[src/rtl/instruction_loader.sv]
// Byte-stream program loader: parses a length-prefixed frame and writes 28-bit words into instruction RAM.
// Optional trailing checksum byte enabled with `define LOADER_CHECKSUM_EN.
module instruction_loader #(
    parameter logic [15:0] BASE_ADDRESS = 16'd0,
    parameter int          MAX_WORDS    = 256
) (
    input  logic        Clock,
    input  logic        Reset,
    input  logic        iStart,
    input  logic [7:0]  iByte,
    input  logic        iByteValid,
    output logic        oByteReady,
    output logic        oWriteEnable,
    output logic [15:0] oWriteAddress,
    output logic [27:0] oWriteInstruction,
    output logic        oCpuHold,
    output logic        oDone,
    output logic        oError
);

    localparam logic [16:0] MAX_W = 17'(MAX_WORDS);

    typedef enum logic [2:0] {
        S_IDLE   = 3'd0,
        S_LEN_HI = 3'd1,
        S_LEN_LO = 3'd2,
        S_DATA   = 3'd3,
        S_WRITE  = 3'd4,
        S_DONE   = 3'd5,
`ifdef LOADER_CHECKSUM_EN
        S_ERROR  = 3'd6,
        S_CHECK  = 3'd7
`else
        S_ERROR  = 3'd6
`endif
    } state_t;

    state_t      state_q, state_d;
    logic [15:0] len_q, len_d;
    logic [15:0] idx_q, idx_d;
    logic [1:0]  bidx_q, bidx_d;
    logic [19:0] asm_q, asm_d;
    logic [15:0] addr_q, addr_d;
    logic [27:0] instr_q, instr_d;
`ifdef LOADER_CHECKSUM_EN
    logic [7:0]  sum_q, sum_d;
`endif

    logic        byte_ready;
    logic        accept;
    logic [15:0] len_full;
    logic [15:0] idx_next;

    assign accept   = iByteValid && byte_ready;
    assign len_full = {len_q[15:8], iByte};
    assign idx_next = idx_q + 16'd1;

    always_ff @(posedge Clock or negedge Reset) begin
        if (!Reset) begin
            state_q <= S_IDLE;
            len_q   <= '0;
            idx_q   <= '0;
            bidx_q  <= '0;
            asm_q   <= '0;
            addr_q  <= '0;
            instr_q <= '0;
`ifdef LOADER_CHECKSUM_EN
            sum_q   <= '0;
`endif
        end else begin
            state_q <= state_d;
            len_q   <= len_d;
            idx_q   <= idx_d;
            bidx_q  <= bidx_d;
            asm_q   <= asm_d;
            addr_q  <= addr_d;
            instr_q <= instr_d;
`ifdef LOADER_CHECKSUM_EN
            sum_q   <= sum_d;
`endif
        end
    end

    always_comb begin
        state_d = state_q;
        len_d   = len_q;
        idx_d   = idx_q;
        bidx_d  = bidx_q;
        asm_d   = asm_q;
        addr_d  = addr_q;
        instr_d = instr_q;
`ifdef LOADER_CHECKSUM_EN
        sum_d   = sum_q;
`endif
        case (state_q)
            S_IDLE, S_DONE, S_ERROR: begin
                if (iStart) begin
                    state_d = S_LEN_HI;
                    len_d   = '0;
                    idx_d   = '0;
                    bidx_d  = '0;
`ifdef LOADER_CHECKSUM_EN
                    sum_d   = '0;
`endif
                end
            end
            S_LEN_HI: begin
                if (accept) begin
                    len_d[15:8] = iByte;
                    state_d     = S_LEN_LO;
                end
            end
            S_LEN_LO: begin
                if (accept) begin
                    len_d  = len_full;
                    idx_d  = '0;
                    bidx_d = '0;
                    if ({1'b0, len_full} > MAX_W) begin
                        state_d = S_ERROR;
                    end else if (len_full == 16'd0) begin
`ifdef LOADER_CHECKSUM_EN
                        state_d = S_CHECK;
`else
                        state_d = S_DONE;
`endif
                    end else begin
                        state_d = S_DATA;
                    end
                end
            end
            S_DATA: begin
                if (accept) begin
`ifdef LOADER_CHECKSUM_EN
                    sum_d  = sum_q + iByte;
`endif
                    bidx_d = bidx_q + 2'd1;
                    case (bidx_q)
                        2'd0: begin
                            // Only 28 bits fit: a nonzero top nibble means a corrupt stream.
                            if (iByte[7:4] != 4'd0) state_d = S_ERROR;
                            else                    asm_d   = {16'd0, iByte[3:0]};
                        end
                        2'd3: begin
                            instr_d = {asm_q, iByte};
                            addr_d  = BASE_ADDRESS + idx_q;
                            state_d = S_WRITE;
                        end
                        default: asm_d = {asm_q[11:0], iByte};
                    endcase
                end
            end
            S_WRITE: begin
                idx_d  = idx_next;
                bidx_d = '0;
                if (idx_next == len_q) begin
`ifdef LOADER_CHECKSUM_EN
                    state_d = S_CHECK;
`else
                    state_d = S_DONE;
`endif
                end else begin
                    state_d = S_DATA;
                end
            end
`ifdef LOADER_CHECKSUM_EN
            S_CHECK: begin
                if (accept) state_d = (iByte == sum_q) ? S_DONE : S_ERROR;
            end
`endif
            default: state_d = S_IDLE;
        endcase
    end

    always_comb begin
        byte_ready   = 1'b0;
        oWriteEnable = 1'b0;
        oCpuHold     = 1'b1;
        oDone        = 1'b0;
        oError       = 1'b0;
        case (state_q)
            S_IDLE:                     oCpuHold   = 1'b0;
            S_LEN_HI, S_LEN_LO, S_DATA: byte_ready = 1'b1;
            S_WRITE:                    oWriteEnable = 1'b1;
            S_DONE: begin
                oCpuHold = 1'b0;
                oDone    = 1'b1;
            end
            S_ERROR:                    oError = 1'b1;
`ifdef LOADER_CHECKSUM_EN
            S_CHECK:                    byte_ready = 1'b1;
`endif
            default: ;
        endcase
    end

    assign oByteReady        = byte_ready;
    assign oWriteAddress     = addr_q;
    assign oWriteInstruction = instr_q;

endmodule

[config.mk]
export PLATFORM = sky130hd
export DESIGN_NAME = instruction_loader
export DESIGN_NICKNAME = d
export VERILOG_FILES = /design/src/rtl/instruction_loader.sv
export SDC_FILE = /design/constraint.sdc
export NUM_CORES = 1
export LEC_CHECK = 0
export ABC_CLOCK_PERIOD_IN_PS = 1900
export BUFFER_PORTS_ARGS = -buffer_cell sky130_fd_sc_hd__buf_2
export CAP_MARGIN = 10
export CORE_UTILIZATION = 52
export DETAILED_ROUTE_END_ITERATION = 7
export HOLD_SLACK_MARGIN = 0.05
export PLACE_DENSITY = 0.78
export SYNTH_ARGS = -nofsm -noshare
export SYNTH_HDL_FRONTEND = slang
export SYNTH_SLANG_ARGS = --single-unit
[constraint.sdc]
create_clock -name Clock -period 1.9 [get_ports Clock]
set_input_delay 0.19 -clock Clock [delete_from_list [all_inputs] [get_ports Clock]]
set_output_delay 0.19 -clock Clock [all_outputs]
set_load 0.1 [all_outputs]
==> impl_results.md <==
* Yosys top cell by area: dfrtp_1
* CP required at 2.15 ns
* CP max-delay cell: or4_1
* Clk slew on worst S/H paths at 0.11 ns
* Top FF cell, synth: dfrtp_1
* Most frequent cell after synthesis: dfrtp_1
* IO Port Bufs at 60
* Clock sink count at 101
* Antenna cells at 0
* Cell Area, Synth at 4770 um^2
* Fraction of layout cells with a size suffix above 1 at 37.3%
* DP Area at 5630 um^2
* Post-synth EDFFs at 0
* Overall Power at 8.04 mW
* Unrepaired setup endpoints after global routing: yes
* Least-Margin Pin Slew at 0.558 ns
* Initial DRC Count at 202
* Crit path launch: idx_q[2]
* Syn Area/Cell at 10.8 um^2
* Total track usage at 24.9%
* Die width at 97.8 um
* Initial Util at 54.1%
* Yosys warnings at 0
* Rows at 34
* R2r setup slk at -0.09 ns
* CTS tree: yes
* Async set or reset register ratio after synthesis at 100%
* H-tree Lvls at 3
* Nets at 557
* DRC at 6
* Final Skew at 0.0195 ns
* Violated checks: DRC, setup timing
* I/O Pins at 61
* Core footprint at 8810 um^2
* Aggregate routed wire length at 11.2 mm
* #FFs+latches synth at 101
* Hold slack at 0.126 ns
* Leakage power at 2.99 nW
* Root Driver: clkbuf_8
* Die H at 97.8 um
* Clock buffer depth at 2
* Largest net degree at the start of global routing at 35
* Post-synth top cells: 101 x dfrtp_1, 45 x mux2_2, 39 x o21ai_0
* CP Max Fanout at 6
* CP cell instances: buf_4 > nand3_2 > or4_1 > a221oi_2 > o2111a_2 > o21ai_1
* Post-Syn Nets at 457
* Max Slew Vio Count at 0
* Critical path launch point type: flip-flop
* GRT overflow at 0
* Netlist cell types at 44
* Outcome: finished with violations
* Gp weighted congestion at 0.939
* Worst flop-to-flop path endpoint: state_q[1]
* HPWL Detailed at 7.95 mm
* Worst VDD drop at 1.13 mV
* Routed length per instance at 17.2 um
* Worst Setup Path Type: flip-flop to flip-flop
* Worst hold path class: input pin to flip-flop
* TritonRoute pass-1 iters at 8
* FMAX at 503 MHz
* Seq/Total Area, Yosys at 53.0%
* Final TNS setup at -0.194 ns
* Final WS setup at -0.0879 ns
* Final Setup Violations at 4
* Number of global-route vias before repair at 3868
* Critical path data arrival time at 2.24 ns
* Crit path largest cell delay at 0.53 ns
* Cell area power density at 1350 nW/um^2
* Via Count at 3864
* Final Hold Viols at 0
* Fin crit period at 1.99 ns
* Period utilization at 105%
* Total CTS buffers at 9
* Post-route cell area at 5940 um^2
* R2R Path Start: idx_q[2]
* Reg2Reg Depth at 6
* CP Capture Point: state_q[1]
* Clock Latency Late Sink at 0.38 ns
* Slew margin rel. at 62.8%
* Max-Cap Viols at 0
* First-pass GRT wire length at 18.8 mm
* Vias per inst at 5.90
* Post-Place Worst Slack at -0.152 ns
* Synthesized instance count at 442
* Die area at 9560 um^2
* Post-route ant nets at 0
* Top post-synthesis cells by area: dfrtp_1 53%, mux2_2 11%, o21ai_0 4.1%
* Synth top area share at 53.0%
* Initial antenna violation count at 0
* Crit end category: flip-flop
* Area delta synth->final at 24.6%
[cell type report]
type | count | area [um^2]
repair buffers | 118 | 836
well taps | 108 | 135
inverters | 25 | 93.8
multi-input cells | 287 | 2130
flip-flops and latches | 101 | 2530
clock buffers | 9 | 124
clock inverters | 7 | 88.8
fillers | 641 | 2870
[cells in the final DEF, fill, tap and decap left out, drive strengths merged, types with 5 or more instances in the layout]
cell type  Yosys  layout
a22o          17      17
nand2         22      22
xnor2         12      12
clkbuf        20      10
inv           25      28
a31oi          5       5
nand3         27      27
nor2b          5       5
nor3           6       6
nor4           6       6
dfrtp        101     101
mux2          49      49
xor2           9       9
a21oi         11      11
nand4          8       8
o21ai         41      41
nor2          17      17
buf            9     116
and3           8       8
[through the flow]
| step | util, % | cells |
|---|---|---|
| after floorplan | - | 442 |
| after global placement | 63.9 | 637 |
| after detailed placement | 63.9 | 637 |
| after CTS | 67.2 | 655 |
| after global routing | 67.4 | 655 |
| final | 67.4 | 655 |
[state kept, by name (all words and copies together), names as in the netlist]
name and flops:
len_q 16, idx_q 16, state_q 3, oWriteInstruction 28
oWriteAddress 16, asm_q 20, bidx_q 2
[worst min path at each step]
stage | from | end | slack, ns | depth (start not counted)
4_1_cts | iByte[0] | asm_q[0] | 0.12 | 2
6_report | iByte[0] | asm_q[0] | 0.13 | 2
3_5_place_dp | Reset | oWriteAddress[14] | 0.18 | 1
5_1_grt | iByte[0] | asm_q[0] | 0.13 | 2
3_3_place_gp | Reset | oWriteAddress[14] | 0.18 | 1
2_1_floorplan | Reset | asm_q[0] | -0.11 | 0
[repair_timing]
action | 4_1_cts | 5_1_grt
setup endpoints to repair | 46 | 27
endpoints found under the hold margin | 31 | 0
gates cloned | 0 | 0
hold buffers | 1 | 0
gates resized for setup | 13 | 6
setup buffers | 1 | 0
[metal layers]
metal | vias up | wire length, um | track usage, %
met5 | - | 0 | 0
met4 | 0 | 233 | 10.8
met3 | 25 | 539 | 3.44
met2 | 126 | 5480 | 41.4
met1 | 1918 | 4980 | 32.9
li1 | 1795 | - | -
[kinds of logic after synthesis]
| kind of cell | Yosys count | share of synthesized area (%) |
|---|---|---|
| fa+ha+maj | 3 | 0.787 |
| compound gates | 96 | 13.0 |
| mux | 51 | 12.0 |
| flops | 101 | 53.0 |
| buf+inv | 54 | 4.49 |
| simple gates | 116 | 12.8 |
| xor+xnor | 21 | 3.86 |
[worst max-delay path: cells and delay by family (launching register included)]
| family | cells | cell delay (ns) |
|---|---|---|
| simple gates | 2 | 0.67 |
| compound gates | 3 | 0.62 |
| flops | 1 | 0.41 |
| buf+inv | 1 | 0.16 |
[power by group]
group | switching [mW] | total, mW | internal (mW) | leakage (nW)
Clock | 0.860 | 1.40 | 0.535 | 0.106
Combinational | 2.18 | 3.51 | 1.33 | 1.51
Sequential | 0.485 | 3.13 | 2.65 | 1.38
Note: power is estimated with default switching activity, not from simulation.
